--- config.mk ---
export PLATFORM = sky130hd
export DESIGN_NAME = rom_read_scheduler_flat
export DESIGN_NICKNAME = d
export VERILOG_FILES = /design/src/rtl/rom_sched_pkg.sv /design/src/rtl/rom_read_scheduler_if.sv /design/src/rtl/rom_read_scheduler_rr_arbiter.sv /design/src/rtl/rom_read_scheduler.sv /design/src/flat_wrapper.sv
export SDC_FILE = /design/constraint.sdc
export NUM_CORES = 1
export LEC_CHECK = 0
export ABC_AREA = 1
export CAP_MARGIN = 40
export CELL_PAD_IN_SITES_DETAIL_PLACEMENT = 1
export CELL_PAD_IN_SITES_GLOBAL_PLACEMENT = 2
export CORE_ASPECT_RATIO = 1.4
export CORE_MARGIN = 2
export CORE_UTILIZATION = 25
export DETAILED_ROUTE_END_ITERATION = 8
export PLACE_DENSITY = 0.95
export REMOVE_ABC_BUFFERS = 1
export SLEW_MARGIN = 20
export SYNTH_ARGS = -nofsm -noshare
export SYNTH_HDL_FRONTEND = slang
export SYNTH_SLANG_ARGS = --single-unit
--- constraint.sdc ---
create_clock -name s_axi_clk -period 6.7 [get_ports s_axi_clk]
set_input_delay 1.005 -clock s_axi_clk [delete_from_list [all_inputs] [get_ports s_axi_clk]]
set_output_delay 1.005 -clock s_axi_clk [all_outputs]
set_load 0.005 [all_outputs]
--- src/rtl/rom_sched_pkg.sv ---
// Shared types and constants for the ROM read scheduler.
package rom_sched_pkg;

  typedef enum logic [2:0] {
    StIdle,
    StAddr,
    StData,
    StDrainAddr,
    StDrainData
  } state_e;

  localparam logic [31:0] TIMEOUT_DATA = 32'hDEAD_BEEF;

  localparam logic [1:0] AXI_RESP_OKAY   = 2'b00;
  localparam logic [1:0] AXI_RESP_EXOKAY = 2'b01;
  localparam logic [1:0] AXI_RESP_SLVERR = 2'b10;
  localparam logic [1:0] AXI_RESP_DECERR = 2'b11;

  function automatic int unsigned idx_width(int unsigned n);
    return (n > 1) ? $clog2(n) : 1;
  endfunction

endpackage

--- src/rtl/rom_read_scheduler_if.sv ---
// AXI-Lite read-only channel bundle (AR/R) between scheduler and ROM target.
interface rom_read_scheduler_if #(
  parameter int unsigned AXI_ADDR_WIDTH = 16,
  parameter int unsigned AXI_DATA_WIDTH = 32
) ();

  logic [AXI_ADDR_WIDTH-1:0] araddr;
  logic [2:0]                arprot;
  logic                      arvalid;
  logic                      arready;
  logic [AXI_DATA_WIDTH-1:0] rdata;
  logic [1:0]                rresp;
  logic                      rvalid;
  logic                      rready;

  modport master (
    output araddr, arprot, arvalid, rready,
    input  arready, rdata, rresp, rvalid
  );

  modport slave (
    input  araddr, arprot, arvalid, rready,
    output arready, rdata, rresp, rvalid
  );

endinterface

--- src/rtl/rom_read_scheduler_rr_arbiter.sv ---
// Combinational round-robin arbiter: first request at or above ptr_i, wrapping.
module rr_arbiter #(
  parameter int unsigned NUM_REQ = 4,
  parameter int unsigned IdxW    = 2
) (
  input  logic [NUM_REQ-1:0] req_i,
  input  logic [IdxW-1:0]    ptr_i,
  output logic [NUM_REQ-1:0] gnt_o,
  output logic [IdxW-1:0]    idx_o
);

  logic        found;
  int unsigned j;

  always_comb begin
    gnt_o = '0;
    idx_o = '0;
    found = 1'b0;
    j     = 0;
    for (int unsigned i = 0; i < NUM_REQ; i++) begin
      j = (32'(ptr_i) + i) % NUM_REQ;
      if (!found && req_i[j]) begin
        found    = 1'b1;
        gnt_o[j] = 1'b1;
        idx_o    = IdxW'(j);
      end
    end
  end

endmodule

--- src/rtl/rom_read_scheduler.sv ---
// Round-robin scheduler sharing one AXI-Lite read port among NUM_REQ requesters,
// one read outstanding, with a per-read timeout and silent drain of late transactions.
module rom_read_scheduler
  import rom_sched_pkg::*;
#(
  parameter int unsigned NUM_REQ        = 4,
  parameter int unsigned AXI_ADDR_WIDTH = 16,
  parameter int unsigned AXI_DATA_WIDTH = 32,
  parameter int unsigned TIMEOUT_CYCLES = 256
) (
  input  logic                              s_axi_clk,
  input  logic                              s_axi_rstn,
  input  logic [NUM_REQ-1:0]                req_valid,
  input  logic [NUM_REQ*AXI_ADDR_WIDTH-1:0] req_addr,
  output logic [NUM_REQ-1:0]                req_ready,
  output logic [NUM_REQ-1:0]                rsp_valid,
  output logic [AXI_DATA_WIDTH-1:0]         rsp_data,
  output logic                              rsp_err,
  rom_read_scheduler_if.master              m_axil
);

  localparam int unsigned IdxW      = idx_width(NUM_REQ);
  localparam int unsigned CntW      = (TIMEOUT_CYCLES > 0) ? $clog2(TIMEOUT_CYCLES + 1) : 1;
  localparam bit          TimeoutEn = (TIMEOUT_CYCLES > 0);
  localparam logic [CntW-1:0] CntMax  = '1;
  localparam logic [CntW-1:0] CntLast = CntW'((TIMEOUT_CYCLES > 0) ? TIMEOUT_CYCLES - 1 : 0);

  state_e                    state_q, state_d;
  logic [IdxW-1:0]           ptr_q, ptr_d;
  logic [IdxW-1:0]           owner_q, owner_d;
  logic [AXI_ADDR_WIDTH-1:0] addr_q, addr_d;
  logic [CntW-1:0]           cnt_q, cnt_d;
  logic [NUM_REQ-1:0]        rsp_valid_q, rsp_valid_d;
  logic [AXI_DATA_WIDTH-1:0] rsp_data_q, rsp_data_d;
  logic                      rsp_err_q, rsp_err_d;
  logic [NUM_REQ-1:0]        gnt;
  logic [IdxW-1:0]           gnt_idx;
  logic                      arvalid, rready, expired;

  rr_arbiter #(
    .NUM_REQ (NUM_REQ),
    .IdxW    (IdxW)
  ) u_arb (
    .req_i (req_valid),
    .ptr_i (ptr_q),
    .gnt_o (gnt),
    .idx_o (gnt_idx)
  );

  assign expired = TimeoutEn && (cnt_q == CntLast);

  always_comb begin
    state_d     = state_q;
    ptr_d       = ptr_q;
    owner_d     = owner_q;
    addr_d      = addr_q;
    cnt_d       = cnt_q;
    rsp_valid_d = '0;
    rsp_data_d  = rsp_data_q;
    rsp_err_d   = rsp_err_q;
    req_ready   = '0;
    arvalid     = 1'b0;
    rready      = 1'b0;
    if ((state_q == StAddr || state_q == StData) && cnt_q != CntMax) begin
      cnt_d = cnt_q + 1'b1;
    end
    unique case (state_q)
      StIdle: begin
        // Gated by reset so no grant is visible while the block is held in reset.
        if (s_axi_rstn && |req_valid) begin
          req_ready = gnt;
          owner_d   = gnt_idx;
          addr_d    = req_addr[int'(gnt_idx)*AXI_ADDR_WIDTH +: AXI_ADDR_WIDTH];
          cnt_d     = '0;
          state_d   = StAddr;
          if (NUM_REQ == 1 || gnt_idx == IdxW'(NUM_REQ - 1)) ptr_d = '0;
          else                                               ptr_d = gnt_idx + 1'b1;
        end
      end
      StAddr: begin
        arvalid = 1'b1;
        if (expired) begin
          rsp_valid_d[owner_q] = 1'b1;
          rsp_data_d           = AXI_DATA_WIDTH'(TIMEOUT_DATA);
          rsp_err_d            = 1'b1;
          // An address accepted in the expiry cycle still owes its R beat.
          state_d              = m_axil.arready ? StDrainData : StDrainAddr;
        end else if (m_axil.arready) begin
          state_d = StData;
        end
      end
      StData: begin
        rready = 1'b1;
        if (m_axil.rvalid) begin
          rsp_valid_d[owner_q] = 1'b1;
          rsp_data_d           = m_axil.rdata;
          rsp_err_d            = (m_axil.rresp != AXI_RESP_OKAY);
          state_d              = StIdle;
        end else if (expired) begin
          rsp_valid_d[owner_q] = 1'b1;
          rsp_data_d           = AXI_DATA_WIDTH'(TIMEOUT_DATA);
          rsp_err_d            = 1'b1;
          state_d              = StDrainData;
        end
      end
      StDrainAddr: begin
        arvalid = 1'b1;
        if (m_axil.arready) state_d = StDrainData;
      end
      StDrainData: begin
        rready = 1'b1;
        if (m_axil.rvalid) state_d = StIdle;
      end
      default: state_d = StIdle;
    endcase
  end

  always_ff @(posedge s_axi_clk or negedge s_axi_rstn) begin
    if (!s_axi_rstn) begin
      state_q     <= StIdle;
      ptr_q       <= '0;
      owner_q     <= '0;
      addr_q      <= '0;
      cnt_q       <= '0;
      rsp_valid_q <= '0;
      rsp_data_q  <= '0;
      rsp_err_q   <= 1'b0;
    end else begin
      state_q     <= state_d;
      ptr_q       <= ptr_d;
      owner_q     <= owner_d;
      addr_q      <= addr_d;
      cnt_q       <= cnt_d;
      rsp_valid_q <= rsp_valid_d;
      rsp_data_q  <= rsp_data_d;
      rsp_err_q   <= rsp_err_d;
    end
  end

  assign rsp_valid      = rsp_valid_q;
  assign rsp_data       = rsp_data_q;
  assign rsp_err        = rsp_err_q;
  assign m_axil.araddr  = addr_q;
  assign m_axil.arprot  = 3'b000;
  assign m_axil.arvalid = arvalid;
  assign m_axil.rready  = rready;

endmodule

--- src/flat_wrapper.sv ---
// flat-port wrapper written by rule: the top's interface ports become plain ports
module rom_read_scheduler_flat import rom_sched_pkg::*;
#(
  parameter int unsigned NUM_REQ        = 4,
  parameter int unsigned AXI_ADDR_WIDTH = 16,
  parameter int unsigned AXI_DATA_WIDTH = 32,
  parameter int unsigned TIMEOUT_CYCLES = 256
)
  (s_axi_clk, s_axi_rstn, req_valid, req_addr, req_ready, rsp_valid, rsp_data, rsp_err, m_axil_araddr, m_axil_arprot, m_axil_arvalid, m_axil_rready, m_axil_arready, m_axil_rdata, m_axil_rresp, m_axil_rvalid);
  rom_read_scheduler_if #(.AXI_ADDR_WIDTH(AXI_ADDR_WIDTH), .AXI_DATA_WIDTH(AXI_DATA_WIDTH)) m_axil_i ();
  input  logic s_axi_clk;
  input  logic s_axi_rstn;
  input  logic [NUM_REQ-1:0] req_valid;
  input  logic [NUM_REQ*AXI_ADDR_WIDTH-1:0] req_addr;
  output logic [NUM_REQ-1:0] req_ready;
  output logic [NUM_REQ-1:0] rsp_valid;
  output logic [AXI_DATA_WIDTH-1:0] rsp_data;
  output logic rsp_err;
  output wire logic [$bits(m_axil_i.araddr)-1:0] m_axil_araddr;
  output wire logic [$bits(m_axil_i.arprot)-1:0] m_axil_arprot;
  output wire logic [$bits(m_axil_i.arvalid)-1:0] m_axil_arvalid;
  output wire logic [$bits(m_axil_i.rready)-1:0] m_axil_rready;
  input wire logic [$bits(m_axil_i.arready)-1:0] m_axil_arready;
  input wire logic [$bits(m_axil_i.rdata)-1:0] m_axil_rdata;
  input wire logic [$bits(m_axil_i.rresp)-1:0] m_axil_rresp;
  input wire logic [$bits(m_axil_i.rvalid)-1:0] m_axil_rvalid;
  assign m_axil_araddr = m_axil_i.araddr;
  assign m_axil_arprot = m_axil_i.arprot;
  assign m_axil_arvalid = m_axil_i.arvalid;
  assign m_axil_rready = m_axil_i.rready;
  assign m_axil_i.arready = m_axil_arready;
  assign m_axil_i.rdata = m_axil_rdata;
  assign m_axil_i.rresp = m_axil_rresp;
  assign m_axil_i.rvalid = m_axil_rvalid;
  rom_read_scheduler #(.NUM_REQ(NUM_REQ), .AXI_ADDR_WIDTH(AXI_ADDR_WIDTH), .AXI_DATA_WIDTH(AXI_DATA_WIDTH), .TIMEOUT_CYCLES(TIMEOUT_CYCLES)) u_core (.s_axi_clk(s_axi_clk), .s_axi_rstn(s_axi_rstn), .req_valid(req_valid), .req_addr(req_addr), .req_ready(req_ready), .rsp_valid(rsp_valid), .rsp_data(rsp_data), .rsp_err(rsp_err), .m_axil(m_axil_i));
endmodule
# Yosys cells after proc, flatten, opt, wreduce, memory -nomap -nowiden
# Cells that the tools add are included.
# totals
latch_bits	0
mem_bits_ro	0
ramBits	0
ff_bits	69
memories	0
out_inout_bits	62
elab_cells	116
input_bits	106
# classes
mul	0
addsub	5
n_bitwise	3
div_mod_pow	0
eq_ne	12
n_mux	55
shift	1
order_cmp	10
reduce_logical	22
# op_table
operator	n
32-bit two-way mux	2
32-bit case mux with 2 select lines	1
64-bit by 7-bit variable part select with 16-bit output	1
4-bit two-way mux	8
9-bit two-way mux	3
3-bit two-way mux	8
1-bit two-way mux	16
2-bit by 3-bit less-than comparator with 1-bit output, second input constant	5
3-bit case mux with 5 select lines	1
4-bit OR	3
1-bit demux with 2-bit select	5
2-bit by 1-bit >= comparator with 1-bit output, second input constant	5
1-bit logical AND	10
2-bit two-way mux	5
9-bit by 1-bit adder with 9-bit output, second input constant	1
9-bit by 8-bit == test with 1-bit output, second input constant	1
9-bit inequality test, second input constant	1
1-bit binary-select mux with 2-bit select	4
4-bit case mux with 2 select lines	1
3-bit by 2-bit == test with 1-bit output, second input constant	2
3-bit by 2-bit inequality test with 1-bit output, second input constant	2
5-bit AND reduction	1
2-bit by 1-bit adder with 2-bit output, second input constant	2
2-bit adder, second input constant	2
13 further kinds	18

# Depth between registers and ports, before layout
# logic_depth
depth_word	14
ltp_mapped	17
ltp_nobuf	15

# By module
# A second synthesis with hierarchy kept.
# unflattened
hier_cells	533
area_unflattened_um2	3978.8
# by_module_without_submodules
mod	seq_area_each_um2	instances	area_each_um2	cells_per_inst
rom_read_scheduler	1726.7	1	3463.3	451
rr_arbiter	0.0	1	515.5	82

# Least setup slack after synthesis
# Ideal clock, no wire load.
# synth_timing
kind	input port to output port
from	input req_valid[3]
to	output req_ready[0]
n_path_buf	0
stages	9
t_arrival_ns	1.940
t_required_ns	5.695
path_slack_ns	3.755
cell_sequence	inv_1 > nand2_1 > nand3_1 > nand2_4 > nor3_1 > nand2_1 > o2111ai_1 > nand2_1 > inv_1
# synth_via
elab_chain_cells	14
elab_cells_between_ends	28
cone_classes	17 x mux; 3 x bitwise; 8 x reduce/logical
# synth_lines
element	line	rtl
from (decl)	flat_wrapper.sv:13	input logic [NUM_REQ-1:0] req_valid;
1-bit binary-select mux with 2-bit select	rom_read_scheduler_rr_arbiter.sv:22	if (!found && req_i[j]) begin
1-bit two-way mux (implied by the code)	rom_read_scheduler_rr_arbiter.sv:22	
1-bit two-way mux	rom_read_scheduler_rr_arbiter.sv:22	
1-bit zero test	rom_read_scheduler_rr_arbiter.sv:22	
1-bit logical AND	rom_read_scheduler_rr_arbiter.sv:22	
1-bit two-way mux	rom_read_scheduler_rr_arbiter.sv:22	
1-bit zero test	rom_read_scheduler_rr_arbiter.sv:22	
1-bit logical AND	rom_read_scheduler_rr_arbiter.sv:22	
1-bit two-way mux	rom_read_scheduler_rr_arbiter.sv:22	
1-bit zero test	rom_read_scheduler_rr_arbiter.sv:22	
1-bit logical AND	rom_read_scheduler_rr_arbiter.sv:22	
4-bit two-way mux	rom_read_scheduler_rr_arbiter.sv:22	
4-bit two-way mux *	rom_read_scheduler.sv:70	if (s_axi_rstn && |req_valid) begin
4-bit two-way mux *	rom_read_scheduler.sv:67	unique case (state_q)
to (decl)	flat_wrapper.sv:15	output logic [NUM_REQ-1:0] req_ready;
# Mark *: on every way between the ends. The rest lies on a longest branch, timed or not. The select of a mux whose other input is x is not followed.

# Worst setup path in the final report
# layout_timing
from	input req_valid[3]
to	output req_ready[2]
# Same word-level chain as after synthesis.

==> out/qor.txt <==
clk sink count: 69
top sig layer: met4
Yosys Warn Count: 0
post-synthesis xor/xnor area fraction: 0%
synthesized-area fraction occupied by and/or/nand/nor cells: 29.68%
mux share of post-synthesis cell area: 0%
Post-route DRC: 0
vias in the first global route: 4349
r2r startpoint: u_core.ptr_q[0]
WL final: 13020 µm
critical path required time: 5.69 ns
Setup TNS: 0 ns
Post-Place Worst Slack: 2.039 ns
Yosys top cell area share: 42.01%
slowest stage cell, crit path: inv_1
WHS Path Cells: 1
Final setup viols: 0
Pleak: 0.002994 µW
# H-tree levels: 3
antenna violations before repair: 0
Power, Total: 2882 µW
M1 wire length: 5513 µm
Max-slew headroom: 51.30%
Clk Latency, worst-skew pair: 0.33 ns
crit path capture type: output pin
Net count, final: 811
I/O Buffers: 164
critical path class: input port to output pin
max incr delay on CP: 0.55 ns
Period minus WS final: 4.611 ns
number of synthesized flops with an enable pin: 0
Least-Margin Pin Slew: 0.7297 ns
Reg2Reg Capture Point: u_core.ptr_q[1]
pin count of the biggest net entering global routing: 70
Worst EP arrival: 3.61 ns
Syn Inst Count: 538
Area Growth Syn to Fin: 50.53%
share of post-route cells with drive strength above 1: 6.724%
Post CTS Setup Buffer Count: 0
I/O Pins: 168
total core area: 16100 µm²
distinct cell type count after synthesis: 38
die extent in y: 155.7 µm
commonest cells in the netlist: 150 x nand2_1, 90 x inv_1, 69 x dfrtp_1, 69 x nand3_1, 24 x o22a_1
initial core utilization: 25.52%
cell mode on critical path: inv_1
initial DRC count: 147
GR Util All Layers: 14.58%
adder and majority gate portion of the synthesized area: 3.044%
Compound-Gate Fraction of Synth Area: 12.27%
hold endpoint: u_core.rsp_valid[1]
Mapped Area: 4110 µm²
Max Slew Vio Count: 0
routability-driven placement congestion ratio: 0.7899
Worst Reg-to-Reg Cells: 15
register area share after synthesis: 42.01%
TritonCTS clock tree: done
most numerous cell in the Yosys netlist: nand2_1
Top FF cell, synth: dfrtp_1
Clock transition at path regs: 0.05 ns
worst min path class: flop to flop
gr ovfl total: 0
fin crit share: 68.82%
r2r setup slk: 3.38 ns
largest fanout on the critical path: 24
worst-path cell chain: clkdlybuf4s50_1 -> inv_1 -> a21boi_0 -> nand2_1 -> buf_8 -> inv_1 -> nand2_1 -> inv_1 -> clkdlybuf4s50_1
Max-Cap Viols: 0
CTS Hold Bufs: 0
status: completed
clock tree buffer depth: 2
Mean Syn Cell Area: 7.640 µm²
Fin. Hold Viols: 0
Yosys reg bits: 69
Ant. Diodes: 0
Via-to-Cell Ratio: 4.610
DR vias: 4140
die width: 112.4 µm
Power Density: 465.7 nW/µm²
met2 routed WL: 6526 µm
first-pass GRT wire length: 21040 µm
DRT Pass-1 Iters: 4
hold path start: u_core.owner_q[1]
Yosys top cell by area: dfrtp_1
largest family of logic cells by synthesized area: simple AND/OR/NAND/NOR gates
CTS root buf: clkbuf_16
cts bufs inserted: 9
final clock skew: 0.009636 ns
Final ANT Viol Nets: 0
startpoint types: input port
HPWL Detailed: 9850 µm
fmax: 216.9 MHz
die area: 17500 µm²
min setup slack post-route: 2.089 ns
WL/cell: 14.49 µm
top post-synthesis cells by area: dfrtp_1 42%, nand2_1 14%, nand3_1 8.4%
Max IR drop VDD: 0.1737 mV
met3 wire len: 785 µm
unrepaired setup endpoints after global routing: no
post-cts sizing count: 0
post-synthesis async set-or-reset flop share: 100.0%
row count: 55
==> worst max-delay path: cells and delay by family <==
family	cells	cell delay (ns)
buffers and inverters	6	1.97
AND/OR/NAND/NOR	2	0.35
AO/OA/AOI/OAI	1	0.26
==> how the worst max path moves through the flow <==
| stage | from | depth (start not counted) | end | slack [ns] |
|---|---|---|---|---|
| CTS | req_valid[2] | 9 | req_ready[0] | 2.03 |
| global placement | req_valid[3] | 8 | req_ready[3] | 1.70 |
| finish | req_valid[3] | 9 | req_ready[2] | 2.09 |
| global route | req_valid[2] | 9 | req_ready[2] | 1.74 |
| detailed placement | req_valid[2] | 9 | req_ready[2] | 2.04 |
| floorplan | req_valid[3] | 6 | req_ready[0] | 3.36 |
==> state kept, by name, indices dropped and copies added, names as in the netlist <==
name,flops
u_core.rsp_valid,4
u_core.owner_q,2
u_core.m_axil.araddr,16
u_core.state_q,3
u_core.rsp_data,32
u_core.rsp_err,1
u_core.ptr_q,2
u_core.cnt_q,9
==> through the flow <==
step	hold slack [ns]	utilization (%)	instance area, µm²	cells
after floorplan	0.4321	-	3959	515
after global placement	0.4473	36.40	5862	880
after detailed placement	0.4613	36.54	5884	882
after CTS	0.4667	38.25	6160	897
after global routing	0.4815	38.42	6187	898
final	0.4689	38.42	6187	898
==> metal layers <==
layer | vias to the layer above | global-route usage, %
li1 | 2031 | -
met4 | 0 | 4.181
met3 | 15 | 3.419
met5 | - | 0
met1 | 1955 | 17.07
met2 | 139 | 26.45
==> power breakdown <==
group	internal (µW)	switching [µW]
clock	286	167
sequential	600	126
combinational	735	969
==> cells in the final DEF (no fill, tap or decap), types with 2 or more instances in the layout <==
cell type,count
conb_1,3
nor2_4,3
o21ai_1,3
nor2_1,12
ha_1,10
nor3_1,10
a22o_1,8
clkbuf_1,4
nand2_4,3
inv_1,90
nand3_2,2
inv_2,5
o2111ai_1,4
o21ai_0,10
a21oi_1,13
dfrtp_1,69
buf_4,4
clkdlybuf4s50_1,163
nand2_1,150
nand3_1,69
clkbuf_16,9
nand4_2,3
nor2_2,3
o22a_1,24
a31oi_1,2
nand2_2,8
==> cell type report <==
type | count | area [µm²]
clock buffer | 13 | 240.2
fill | 1929 | 9916
tap | 199 | 249.0
clock inverter | 2 | 35.03
inverter | 97 | 371.6
multi-input combinational | 349 | 1861
timing repair buffer | 169 | 1704
sequential | 69 | 1727
==> cells by family (layout without fill, tap and decap cells) <==
logic type               count (synthesis)  after routing
AO/OA/AOI/OAI                           70             70
buffers and inverters                  122            281
AND/OR/NAND/NOR                        266            266
adder cells (fa/ha/maj)                 10             10
flip-flops                              69             69
other                                    1              3
Note: power is estimated with default switching activity, not from simulation.
==> RTL edit: new RTL, same flow settings <==
`AXI_ADDR_WIDTH` is set to 16 in 3 places; all go to 14.
--- a/src/rtl/rom_read_scheduler_if.sv
+++ b/src/rtl/rom_read_scheduler_if.sv
@@ -1,6 +1,6 @@
 // AXI-Lite read-only channel bundle (AR/R) between scheduler and ROM target.
 interface rom_read_scheduler_if #(
-  parameter int unsigned AXI_ADDR_WIDTH = 16,
+  parameter int unsigned AXI_ADDR_WIDTH = 14,
   parameter int unsigned AXI_DATA_WIDTH = 32
 ) ();
 
--- a/src/rtl/rom_read_scheduler.sv
+++ b/src/rtl/rom_read_scheduler.sv
@@ -4,7 +4,7 @@
   import rom_sched_pkg::*;
 #(
   parameter int unsigned NUM_REQ        = 4,
-  parameter int unsigned AXI_ADDR_WIDTH = 16,
+  parameter int unsigned AXI_ADDR_WIDTH = 14,
   parameter int unsigned AXI_DATA_WIDTH = 32,
   parameter int unsigned TIMEOUT_CYCLES = 256
 ) (
--- a/src/flat_wrapper.sv
+++ b/src/flat_wrapper.sv
@@ -2,7 +2,7 @@
 module rom_read_scheduler_flat import rom_sched_pkg::*;
 #(
   parameter int unsigned NUM_REQ        = 4,
-  parameter int unsigned AXI_ADDR_WIDTH = 16,
+  parameter int unsigned AXI_ADDR_WIDTH = 14,
   parameter int unsigned AXI_DATA_WIDTH = 32,
   parameter int unsigned TIMEOUT_CYCLES = 256
 )
Ports: changed (resized m_axil_araddr and req_addr); port bits go from 168 to 158. No check against the original RTL was run, so the function may have changed too.
==> RTL edit against the original RTL <==
Global-route usage up 0.24 points. Clock power is 1% higher. Final area fell by 3.4%. Non-clock buffer count is 11 lower. Critical endpoint is now req_ready[1]. Total power hardly changed. Synthesized area is 2.8% lower. Maximum frequency increased by 5.2%. Sequential cell count fell by 2. Worst setup slack gained 0.23 ns. Wire length shrank 3.3%. Sequential power fell by 1%. First-iteration DRC count grew 2.7%.
==> RTL edit: results (changes against the original RTL) <==
status -> finished, final reports clean
inverter count -> 95 (-2.1%)
met2 Use GR -> 27.5% (+1.1 points)
hold-critical path depth -> 2 (+1)
Multi-input gate area -> 0.00181 mm² (-2.8%)
WL per Instance -> 14.6 µm (+0.80%)
clk tree area frac -> 4.94% (+0.49 points)
crit path DAT -> 3.38 ns (-0.23 ns)
Fillers -> 1883 (-2.4%)
Hold EP -> u_core.m_axil.araddr[0]
top cells by area, synth -> dfrtp_1 (42%), nand2_1 (12%), nand3_1 (9.5%)
Synth Register Bits -> 67 (-2.9%)
Worst Setup EP -> req_ready[1]
non-clock buffer count -> 158 (-6.5%)
Clock Buffer Count -> 11 (-2)
static leakage -> 0.00291 µW (-2.7%)
Critical Path Fanout Max -> 25 (+4.2%)
vias after detailed routing -> 3986 (-3.7%)
met1 Usage GRT -> 16.8% (-0.22 points)
nets -> 770 (-5.1%)
detailed placement HPWL -> 9.78 mm (-0.67%)
DRT iter0 DRCs -> 151 (+2.7%)
Rel. slew slack -> 44.9% (-6.4 points)
Reg2Reg Setup Slack -> 2.90 ns (-0.48 ns)
Port Buf Inserts -> 154 (-6.1%)
R2R depth -> 12 (-3)
GR Util met3 -> 3.31% (-0.11 points)
sequential share of cell area -> 28.1% (+0.14 points)
## RTL edit: cell count changes in the layout (fill, tap and decap cells not counted), moves of 4 or more
| cell | delta |
|---|---|
| nor2_1 | -6 |
| nand4_1 | +5 |
| o2111ai_1 | -4 |
| nand2_1 | -27 |
| nand3_1 | +7 |
| clkdlybuf4s50_1 | -10 |
| nand2_2 | +8 |
## RTL edit: logic make-up (layout without fill, tap and decap cells)
family | count (synthesis) | in the layout | share of synthesized area, %
flops | 67 | 67 | 42.0
other cells | 1 | 3 | 0.0938
compound gates | 63 | 63 | 11.4
fa+ha+maj | 12 | 12 | 3.76
simple gates | 250 | 250 | 29.6
mux | 1 | 1 | 0.250
buf+inv | 119 | 269 | 13.0
## RTL edit: per-stage QoR
step           hold slack (ns)  setup WS [ns]  instances  total power (µW)  area, µm²
2_1_floorplan            0.452           3.45        491              1720       3850
3_3_place_gp             0.463           1.89        842              2350       5640
3_5_place_dp             0.469           1.78        843              2450       5650
4_1_cts                  0.488           1.77        859              2930       5940
5_1_grt                  0.512           2.11        861              3170       5980
6_report                 0.479           2.32        861              2880       5980
## RTL edit: routing by layer
layer / part of all wire [%] / vias to the layer above / wire [µm]
met5: 0 / - / 0
met4: 1.5 / 0 / 189
met3: 6.0 / 21 / 753
met2: 51 / 144 / 6380
met1: 42 / 1881 / 5260
li1: - / 1940 / -
## RTL edit: report_power, final
| group | switching, µW | internal [µW] |
|---|---|---|
| Sequential | 133 | 583 |
| Clock | 162 | 296 |
| Combinational | 966 | 743 |
## RTL edit: worst min-delay path: stages (launching register included)
cell and delay (ns):
dfrtp_1 0.34, nand2_1 0.05, nand2_1 0.05
